[config.mk]
export PLATFORM = sky130hd
export DESIGN_NAME = uart_rx_sampler
export DESIGN_NICKNAME = d
export VERILOG_FILES = /design/src/rtl/uart_pkg.sv /design/src/rtl/uart_bit_timer.sv /design/src/rtl/uart_rx_sampler.sv
export SDC_FILE = /design/constraint.sdc
export NUM_CORES = 1
export LEC_CHECK = 0
export CORE_ASPECT_RATIO = 0.75
export CORE_MARGIN = 10
export CORE_UTILIZATION = 40
export DETAILED_ROUTE_END_ITERATION = 10
export HOLD_SLACK_MARGIN = 0.12
export PLACE_DENSITY = 0.58
export SYNTH_ARGS = -nofsm -noshare
export SYNTH_HDL_FRONTEND = slang
export SYNTH_HIERARCHICAL = 1
export SYNTH_SLANG_ARGS = --single-unit
[constraint.sdc]
create_clock -name clk -period 2.95 [get_ports clk]
set_input_delay 0.885 -clock clk [delete_from_list [all_inputs] [get_ports clk]]
set_output_delay 0.885 -clock clk [all_outputs]
set_load 0.02 [all_outputs]
[src/rtl/uart_pkg.sv]
// Shared definitions for the UART receive/transmit blocks: FSM state codes,
// parity mode constants and the bit-timer counter width helper.
package uart_pkg;

  // Receiver FSM state codes; kept as plain constants for legacy tooling.
  typedef logic [2:0] uart_state_t;

  localparam uart_state_t StIdle   = 3'd0;
  localparam uart_state_t StStart  = 3'd1;
  localparam uart_state_t StData   = 3'd2;
  localparam uart_state_t StParity = 3'd3;
  localparam uart_state_t StStop   = 3'd4;

  // Parity modes carried by the PARITY parameter.
  localparam int unsigned PAR_NONE = 0;
  localparam int unsigned PAR_ODD  = 1;
  localparam int unsigned PAR_EVEN = 2;

  // Width of a counter that must reach clks_per_bit - 1.
  function automatic int unsigned cnt_width(input int unsigned clks_per_bit);
    return (clks_per_bit > 1) ? int'($clog2(clks_per_bit)) : 1;
  endfunction

endpackage

[src/rtl/uart_bit_timer.sv]
// Bit-period timer: free-running counter with synchronous clear and a tick at
// either the half-bit or the full-bit terminal count. Shared with the TX side.
module uart_bit_timer
  import uart_pkg::*;
#(
  parameter int unsigned CLKS_PER_BIT = 5208
) (
  input  logic clk_i,
  input  logic rst_ni,
  input  logic clr_i,
  input  logic half_i,
  output logic tick_o
);

  localparam int unsigned CntW = cnt_width(CLKS_PER_BIT);
  localparam logic [CntW-1:0] FullTc = CntW'(CLKS_PER_BIT - 1);
  localparam logic [CntW-1:0] HalfTc = CntW'(CLKS_PER_BIT / 2 - 1);

  logic [CntW-1:0] cnt_q, cnt_d;

  // Terminal-count detect and next count.
  always_comb begin
    tick_o = (cnt_q == (half_i ? HalfTc : FullTc));
    cnt_d  = clr_i ? '0 : cnt_q + 1'b1;
  end

  // Counter register.
  always_ff @(posedge clk_i or negedge rst_ni) begin
    if (!rst_ni) begin
      cnt_q <= '0;
    end else begin
      cnt_q <= cnt_d;
    end
  end

endmodule

[src/rtl/uart_rx_sampler.sv]
// UART receive sampler/deserialiser. Detects a start bit on the synchronised
// line, rejects false starts, samples each bit at its centre (LSB first),
// checks optional parity and 1/2 stop bits, and emits a word with a one-cycle
// data_valid pulse plus sticky-until-next-frame error flags.
// Optional build macro: UART_RX_MAJORITY_VOTE_EN (3-sample majority vote per bit).
module uart_rx_sampler
  import uart_pkg::*;
#(
  parameter int unsigned CLKS_PER_BIT = 5208,
  parameter int unsigned DATA_BITS    = 8,
  parameter int unsigned PARITY       = 0,
  parameter int unsigned STOP_BITS    = 1
) (
  input  logic                 clk,
  input  logic                 reset,
  input  logic                 rx,
  output logic [DATA_BITS-1:0] data,
  output logic                 data_valid,
  output logic                 parity_err,
  output logic                 frame_err,
  output logic                 busy,
  output logic [3:0]           bit_idx
);

  localparam int unsigned ParBits = (PARITY != PAR_NONE) ? 1 : 0;
  localparam logic        ParOdd  = (PARITY == PAR_ODD);
  // bit_idx values seen just before the last data sample and last stop sample.
  localparam logic [3:0] LastDataIdx = 4'(DATA_BITS - 1);
  localparam logic [3:0] LastStopIdx = 4'(DATA_BITS + ParBits + STOP_BITS - 1);

  logic rx_meta_q, rx_s_q, rx_prev_q;
  logic rx_fall, samp, tick, timer_clr, timer_half;

  uart_state_t          state_q, state_d;
  logic [DATA_BITS-1:0] shift_q, shift_d;
  logic [DATA_BITS-1:0] data_q, data_d;
  logic [3:0]           bit_idx_q, bit_idx_d;
  logic                 perr_pend_q, perr_pend_d;
  logic                 ferr_pend_q, ferr_pend_d;
  logic                 dv_q, dv_d;
  logic                 perr_q, perr_d;
  logic                 ferr_q, ferr_d;

  // Two-flop synchroniser plus previous-value register for edge detection.
  always_ff @(posedge clk or negedge reset) begin
    if (!reset) begin
      rx_meta_q <= 1'b1;
      rx_s_q    <= 1'b1;
      rx_prev_q <= 1'b1;
    end else begin
      rx_meta_q <= rx;
      rx_s_q    <= rx_meta_q;
      rx_prev_q <= rx_s_q;
    end
  end

  assign rx_fall = rx_prev_q & ~rx_s_q;

`ifdef UART_RX_MAJORITY_VOTE_EN
  logic [1:0] hist_q;

  // Last two synchronised samples, so the vote sees target-2, target-1, target.
  always_ff @(posedge clk or negedge reset) begin
    if (!reset) begin
      hist_q <= 2'b11;
    end else begin
      hist_q <= {hist_q[0], rx_s_q};
    end
  end

  assign samp = (hist_q[1] & hist_q[0]) | (hist_q[1] & rx_s_q) | (hist_q[0] & rx_s_q);
`else
  assign samp = rx_s_q;
`endif

  // Counter held clear in IDLE so every state entry and every sample restarts it.
  assign timer_clr  = (state_q == StIdle) || tick;
  assign timer_half = (state_q == StStart);

  uart_bit_timer #(
    .CLKS_PER_BIT (CLKS_PER_BIT)
  ) u_bit_timer (
    .clk_i  (clk),
    .rst_ni (reset),
    .clr_i  (timer_clr),
    .half_i (timer_half),
    .tick_o (tick)
  );

  // Frame FSM: next state, shift register and output staging.
  always_comb begin
    state_d     = state_q;
    shift_d     = shift_q;
    bit_idx_d   = bit_idx_q;
    perr_pend_d = perr_pend_q;
    ferr_pend_d = ferr_pend_q;
    data_d      = data_q;
    dv_d        = 1'b0;
    perr_d      = perr_q;
    ferr_d      = ferr_q;

    case (state_q)
      StIdle: begin
        // A line held low (break) produces no edge and stays here.
        if (rx_fall) begin
          state_d = StStart;
        end
      end

      StStart: begin
        if (tick) begin
          if (samp) begin
            // False start: leave every visible output untouched.
            state_d = StIdle;
          end else begin
            state_d     = StData;
            bit_idx_d   = '0;
            perr_pend_d = 1'b0;
            ferr_pend_d = 1'b0;
          end
        end
      end

      StData: begin
        if (tick) begin
          shift_d   = {samp, shift_q[DATA_BITS-1:1]};
          bit_idx_d = bit_idx_q + 4'd1;
          if (bit_idx_q == LastDataIdx) begin
            state_d = (ParBits != 0) ? StParity : StStop;
          end
        end
      end

      StParity: begin
        if (tick) begin
          bit_idx_d   = bit_idx_q + 4'd1;
          perr_pend_d = ((^shift_q) ^ samp) != ParOdd;
          state_d     = StStop;
        end
      end

      StStop: begin
        if (tick) begin
          bit_idx_d = bit_idx_q + 4'd1;
          if (!samp) begin
            ferr_pend_d = 1'b1;
          end
          if (bit_idx_q == LastStopIdx) begin
            // Straight back to IDLE so a start bit right after the stop is caught.
            state_d = StIdle;
            data_d  = shift_q;
            dv_d    = 1'b1;
            perr_d  = perr_pend_q;
            ferr_d  = ferr_pend_q | ~samp;
          end
        end
      end

      default: begin
        state_d = StIdle;
      end
    endcase
  end

  // FSM and output registers.
  always_ff @(posedge clk or negedge reset) begin
    if (!reset) begin
      state_q     <= StIdle;
      shift_q     <= '0;
      bit_idx_q   <= '0;
      perr_pend_q <= 1'b0;
      ferr_pend_q <= 1'b0;
      data_q      <= '0;
      dv_q        <= 1'b0;
      perr_q      <= 1'b0;
      ferr_q      <= 1'b0;
    end else begin
      state_q     <= state_d;
      shift_q     <= shift_d;
      bit_idx_q   <= bit_idx_d;
      perr_pend_q <= perr_pend_d;
      ferr_pend_q <= ferr_pend_d;
      data_q      <= data_d;
      dv_q        <= dv_d;
      perr_q      <= perr_d;
      ferr_q      <= ferr_d;
    end
  end

  assign data       = data_q;
  assign data_valid = dv_q;
  assign parity_err = perr_q;
  assign frame_err  = ferr_q;
  assign busy       = (state_q != StIdle);
  assign bit_idx    = bit_idx_q;

endmodule

==> impl_metrics.env <==
export IMPL_place_gp_congestion=0.9136
export IMPL_max_slew_worst_pin_slew_ps=973.2
export IMPL_drive_gt1_share_pct=22.54
export IMPL_clkTransAtPathRegs_ps=80
export IMPL_fin_worst_skew_ps=5.982
export IMPL_synth_ff_type="dfrtp_1"
export IMPL_cts_buffers=5
export IMPL_start_util_pct=41.89
export IMPL_cp_top_family="simple AND/OR/NAND/NOR gates"
export IMPL_vias=1482
export IMPL_io_buffers=18
export IMPL_status="completed"
export IMPL_multi_input_area_um2=905.9
export IMPL_synth_edf_count=0
export IMPL_cts_path_max_buffers=2
export IMPL_antenna_left=0
export IMPL_wirelength_um=4037
export IMPL_cts_resized_gates=0
export IMPL_area_delta_synth_final_pct=18.35
export IMPL_cp_max_fo=8
export IMPL_drv_slew=0
export IMPL_worstPathRequired_ps=3140
export IMPL_drv_cap=0
export IMPL_cts_setup_buffers=0
export IMPL_ys_warn_count=6
export IMPL_grt_pass1_wl_um=6955
export IMPL_firstDrtPassIters=4
export IMPL_dieArea_um2=8537
export IMPL_grt_use_total_pct=10.36
export IMPL_final_common_cell="dfrtp_1"
export IMPL_dp_hpwl_um=2935
export IMPL_nNetsFinal=218
export IMPL_dpl_cell_count=277
export IMPL_fin_tns_setup_ps=0
export IMPL_worst_hold_slack_ps=360.9
export IMPL_nFillCells=468
export IMPL_grt_pass1_vias=1377
export IMPL_critPathLaunchType="register"
export IMPL_post_route_drc_count=0
export IMPL_synth_async_reset_ratio_pct=100.0
export IMPL_fin_crit_ps=2743
export IMPL_grt_overflow_total=0
export IMPL_ir_drop_uv=272.0
export IMPL_die_y_um=82.56
export IMPL_grt_max_degree=45
export IMPL_ios=19
export IMPL_fin_cells=285
export IMPL_cp_data_arrival_time_ps=2930
export IMPL_rows=22
export IMPL_antenna_found_initial=0
export IMPL_cellPowerDensity_nw_per_um2=526.4
export IMPL_seqCellArea_um2=1105
export IMPL_cts_root_buf="clkbuf_8"
export IMPL_power_leakage_nw=1.053
export IMPL_core_um2=4982
export IMPL_crit_path_top_delay_cell="nor3_4"
export IMPL_grt_busiest_layer="met1"
export IMPL_htree_num_levels=2
export IMPL_critPathBufInv=1
export IMPL_vias_per_cell=5.200
export IMPL_cts_tree="yes"
export IMPL_seq_area_frac_synth_pct=52.94
export IMPL_synth_seq_cells=44
export IMPL_synth_distinct_cells=41
export IMPL_wire_per_inst_um=14.16
export IMPL_ctsHoldBuffers=0
export IMPL_hold_violations=0
export IMPL_slowest_delay_ps=410
export IMPL_grt_met2_usage_pct=13.89
export IMPL_grtUsageMet1_pct=15.15
export IMPL_drt_iter0_markers=79
export IMPL_antennaDiodeCount=0
export IMPL_syn_cell_area_um2=2087
export IMPL_clk_latency_ps=300
export IMPL_setup_viol=0
export IMPL_layout_common_cells="dfrtp_1, mux2_2, clkdlybuf4s50_1"
export IMPL_slew_headroom_pct=35.12
export IMPL_post_route_period_util_pct=92.97
export IMPL_endpoint_kind="register"
export IMPL_synthCells=188
export IMPL_synth_fp_nets=194
export IMPL_worst_setup_path_type="register to register"
export IMPL_cp_cell_sequence="or2_2 -> nor2_1 -> nand3_1 -> or4_1 -> a21oi_1 -> inv_1 -> nor3_4 -> mux2_2"
export IMPL_clock_sinks=44
export IMPL_rsz0062_at_grt="no"
export IMPL_die_w_um=103.4
export IMPL_grt_use_met3_pct=3.402
export IMPL_hp_class="register to register"
export IMPL_syn_avg_cell_area_um2=11.10
export IMPL_fmax_mhz=364.6
[cell families (layout without fill, tap and decap cells)]
logic type	count (synthesis)	in the layout	share of synthesized area, %
multiplexers	19	19	10.25
XOR/XNOR	13	13	5.456
AO/OA/AOI/OAI	32	32	9.413
buffers and inverters	16	41	3.657
flip-flops	44	44	52.94
AND/OR/NAND/NOR	61	61	16.49
adder cells (fa/ha/maj)	3	3	1.799
[per-layer routing]
metal | vias to the layer above | part of all wire [%]
met3 | 5 | 7.0
met4 | 0 | 0.77
met1 | 723 | 51
met5 | - | 0
li1 | 707 | -
met2 | 47 | 42
[flip-flops by register name (all words and copies together) (netlist names)]
name	count
u_bit_timer/cnt_q	13
data	8
shift_q	8
bit_idx	4
state_q	3
data_valid	1
ferr_pend_q	1
frame_err	1
parity_err	1
perr_pend_q	1
rx_meta_q	1
rx_prev_q	1
rx_s_q	1
[synthesized netlist by cell type (2+ instances only)]
cell type,count,area [um2]
nand2_2,2,12.51
nand3_1,6,30.03
nor4_1,2,12.51
or4_1,5,37.54
a21oi_1,13,65.06
o21ai_0,6,30.03
buf_4,4,30.03
dfstp_2,3,78.83
mux2_2,19,214.0
nor2_1,11,41.29
nor2b_1,5,31.28
xnor2_1,11,96.34
nand4_1,4,25.02
dfrtp_1,41,1026
or3_1,2,12.51
clkbuf_1,2,7.510
xor2_1,2,17.52
o31ai_1,5,37.54
nand2_1,14,52.55
ha_1,3,37.54
inv_1,8,30.03
[power breakdown]
part	switching, mW	total, mW	leakage (nW)	internal, mW
clock network	0.219	0.475	0.0548	0.255
logic	0.0815	0.140	0.404	0.0583
registers	0.0442	0.686	0.594	0.641
total	0.345	1.30	1.05	0.955
[cell type report]
| type | instances | area share [%] |
|---|---|---|
| clock inverters | 3 | 1.874 |
| clock buffers | 5 | 2.786 |
| well taps | 72 | 3.647 |
| flip-flops and latches | 44 | 44.73 |
| repair buffers | 24 | 8.916 |
| multi-input cells | 128 | 36.68 |
| inverters | 9 | 1.368 |
[path summary, 6_finish.rpt]
kind,slack [ps],startpoint,endpoint,depth (start not counted)
worst min-delay path,360,rx_meta_q$_DFF_PN1_,rx_s_q$_DFF_PN1_,0
worst max register to register,210,state_q[1]$_DFFE_PN0P_,shift_q[0]$_DFFE_PN0P_,8
min in group asynchronous,740,reset,u_bit_timer/cnt_q[0]$_DFF_PN0_,1
worst max-delay path,210,state_q[1]$_DFFE_PN0P_,shift_q[0]$_DFFE_PN0P_,8
max in group asynchronous,1610,reset,parity_err$_DFFE_PN0P_,1
worst min register to register,360,rx_meta_q$_DFF_PN1_,rx_s_q$_DFF_PN1_,0
[stage by stage]
stage	utilization [%]	area, um2	worst slack, ps	power, mW
floorplan	-	2087	336.6	0.7851
global placement	47.26	2355	334.7	0.8304
detailed placement	47.26	2355	202.5	0.8369
CTS	49.57	2470	201.1	1.313
global route	49.57	2470	19.08	1.362
finish	49.57	2470	207.4	1.300
No activity file was read; power rests on OpenSTA's default activity.
==> edit, RTL diff (same flow settings) <==
Register the output `bit_idx` once more, with the module's reset; this adds one clock of latency there. The other outputs are not delayed to match.
--- a/src/rtl/uart_rx_sampler.sv
+++ b/src/rtl/uart_rx_sampler.sv
@@ -192,7 +192,13 @@
   assign parity_err = perr_q;
   assign frame_err  = ferr_q;
   assign busy       = (state_q != StIdle);
-  assign bit_idx    = bit_idx_q;
+  always_ff @(posedge clk or negedge reset) begin
+    if (!reset) begin
+      bit_idx <= '0;
+    end else begin
+      bit_idx <= bit_idx_q;
+    end
+  end
 
 endmodule
 
Formal check against the unedited RTL: no difference found for any inputs over 10 cycles, from zero or initial values and one cycle with reset low; that may be too few to reach the edited logic, so the function may still have changed.
==> edit against the unedited design <==
Combinational power is 4% lower; fmax grew 1.9%; clock skew shrank 0.0012 ns; worst setup slack improved by 0.051 ns; sequential power is 8.6% higher; clock power fell by 4%; routed wire length is 1.6% lower; power up 2.8%; critical path depth increased by 2; sequential cell count up 4; area after synthesis rose by 2.4%; cell area increased by 2.5%; sequential share of layout area increased by 2.8 points.
==> edit: results <==
[outcome]
run_status = "finished, final reports clean"

[clocking]
clock_tree.buffer_depth = 2

[layout]
final_layout_size_suffix_gt1_frac = 0.199
finalNetCount = 211

[pwr]
power.leakage_nw = 1.12
ir_drop_uv = 324
p_seq_mw = 0.745
power_clock_mw = 0.457
power.switching_fraction = 0.248

[critical_path]
worst_ep_arrival_time_ns = 2.87
critPathMaxFanout = 11
critPathMaxStageDelay_ns = 0.49

[synthesis]
synth_xor_area_frac = 0.0556
synth_fa_ha_area_frac = 0.0176
mappedNetlistNets = 187
synth-seq-area-share = 0.564
synth_cell_types = 38
synth-compound-area-share = 0.0826
synth_top_cells_by_count = "45 x dfrtp_1, 20 x mux2_2, 13 x nand2_1"
synthMuxAreaShare = 0.105

[global_route]
met3_usage = 0.0370
first_global_vias = 1469
groute.layer.met2.usage = 0.146
grt_pass1_wl_mm = 7.04
groute.usage.overall = 0.0970
grt_start_max_net_pins = 49

[routing]
wl_per_cell_um = 14.3
dr.first_iter.drc_count = 68

[placement]
dpl-instance-area_sq_um = 2420
post-dp-hpwl_mm = 2.93
globalplace.congestion = 0.861

[timing]
worst-slew-pin-transition_ns = 0.425
## edit: changes by cell type after synthesis, sizes merged, moves of 2 or more
cell	before	now
buf	5	3
nand2	16	14
xnor2	11	8
o21ai	7	4
nor3	3	1
a211oi	1	3
a21oi	13	9
dfrtp	41	45
## edit: stage by stage
step / cells / utilization / total power [mW] / setup WS, ns
after CTS: 278 / 0.501 / 1.36 / 0.211
after global placement: 270 / 0.480 / 0.887 / 0.349
after global routing: 278 / 0.503 / 1.41 / 0.0346
final: 278 / 0.503 / 1.34 / 0.258
after detailed placement: 270 / 0.480 / 0.895 / 0.232
after floorplan: 181 / - / 0.836 / 0.455
## edit: logic make-up after synthesis
kind of cell,Yosys count
xor+xnor,12
buf+inv,13
compound gates,27
simple gates,58
fa+ha+maj,3
mux,20
flops,48
## edit: final cells by class
cell class,count,area (sq um)
Clock inverter,2,35.0
Fill cell,457,2500
Multi-Input combinational cell,120,882
Sequential cell,48,1200
Clock buffer,6,72.6
Timing Repair Buffer,22,218
Inverter,8,30.0
Tap cell,72,90.1
## edit: repair_timing
item	in CTS	in global routing
endpoints found under the hold margin	0	0
setup endpoints to repair	0	2
resized for setup	0	1
## edit: final timing paths
check | slack (ns) | end | cells after the start
worst max-delay path | 0.26 | data[1] | 10
worst min-delay path | 0.37 | rx_s_q | 0
worst max register to register | 0.26 | data[1] | 10
worst min register to register | 0.37 | rx_s_q | 0
max in group asynchronous | 2.11 | rx_s_q | 2
min in group asynchronous | 0.55 | bit_idx[1] | 2
## edit: routing by layer
metal	routed length, um	up-vias
met2	1820	25
met4	46	0
met3	199	7
met5	0	-
li1	-	692
met1	1900	717
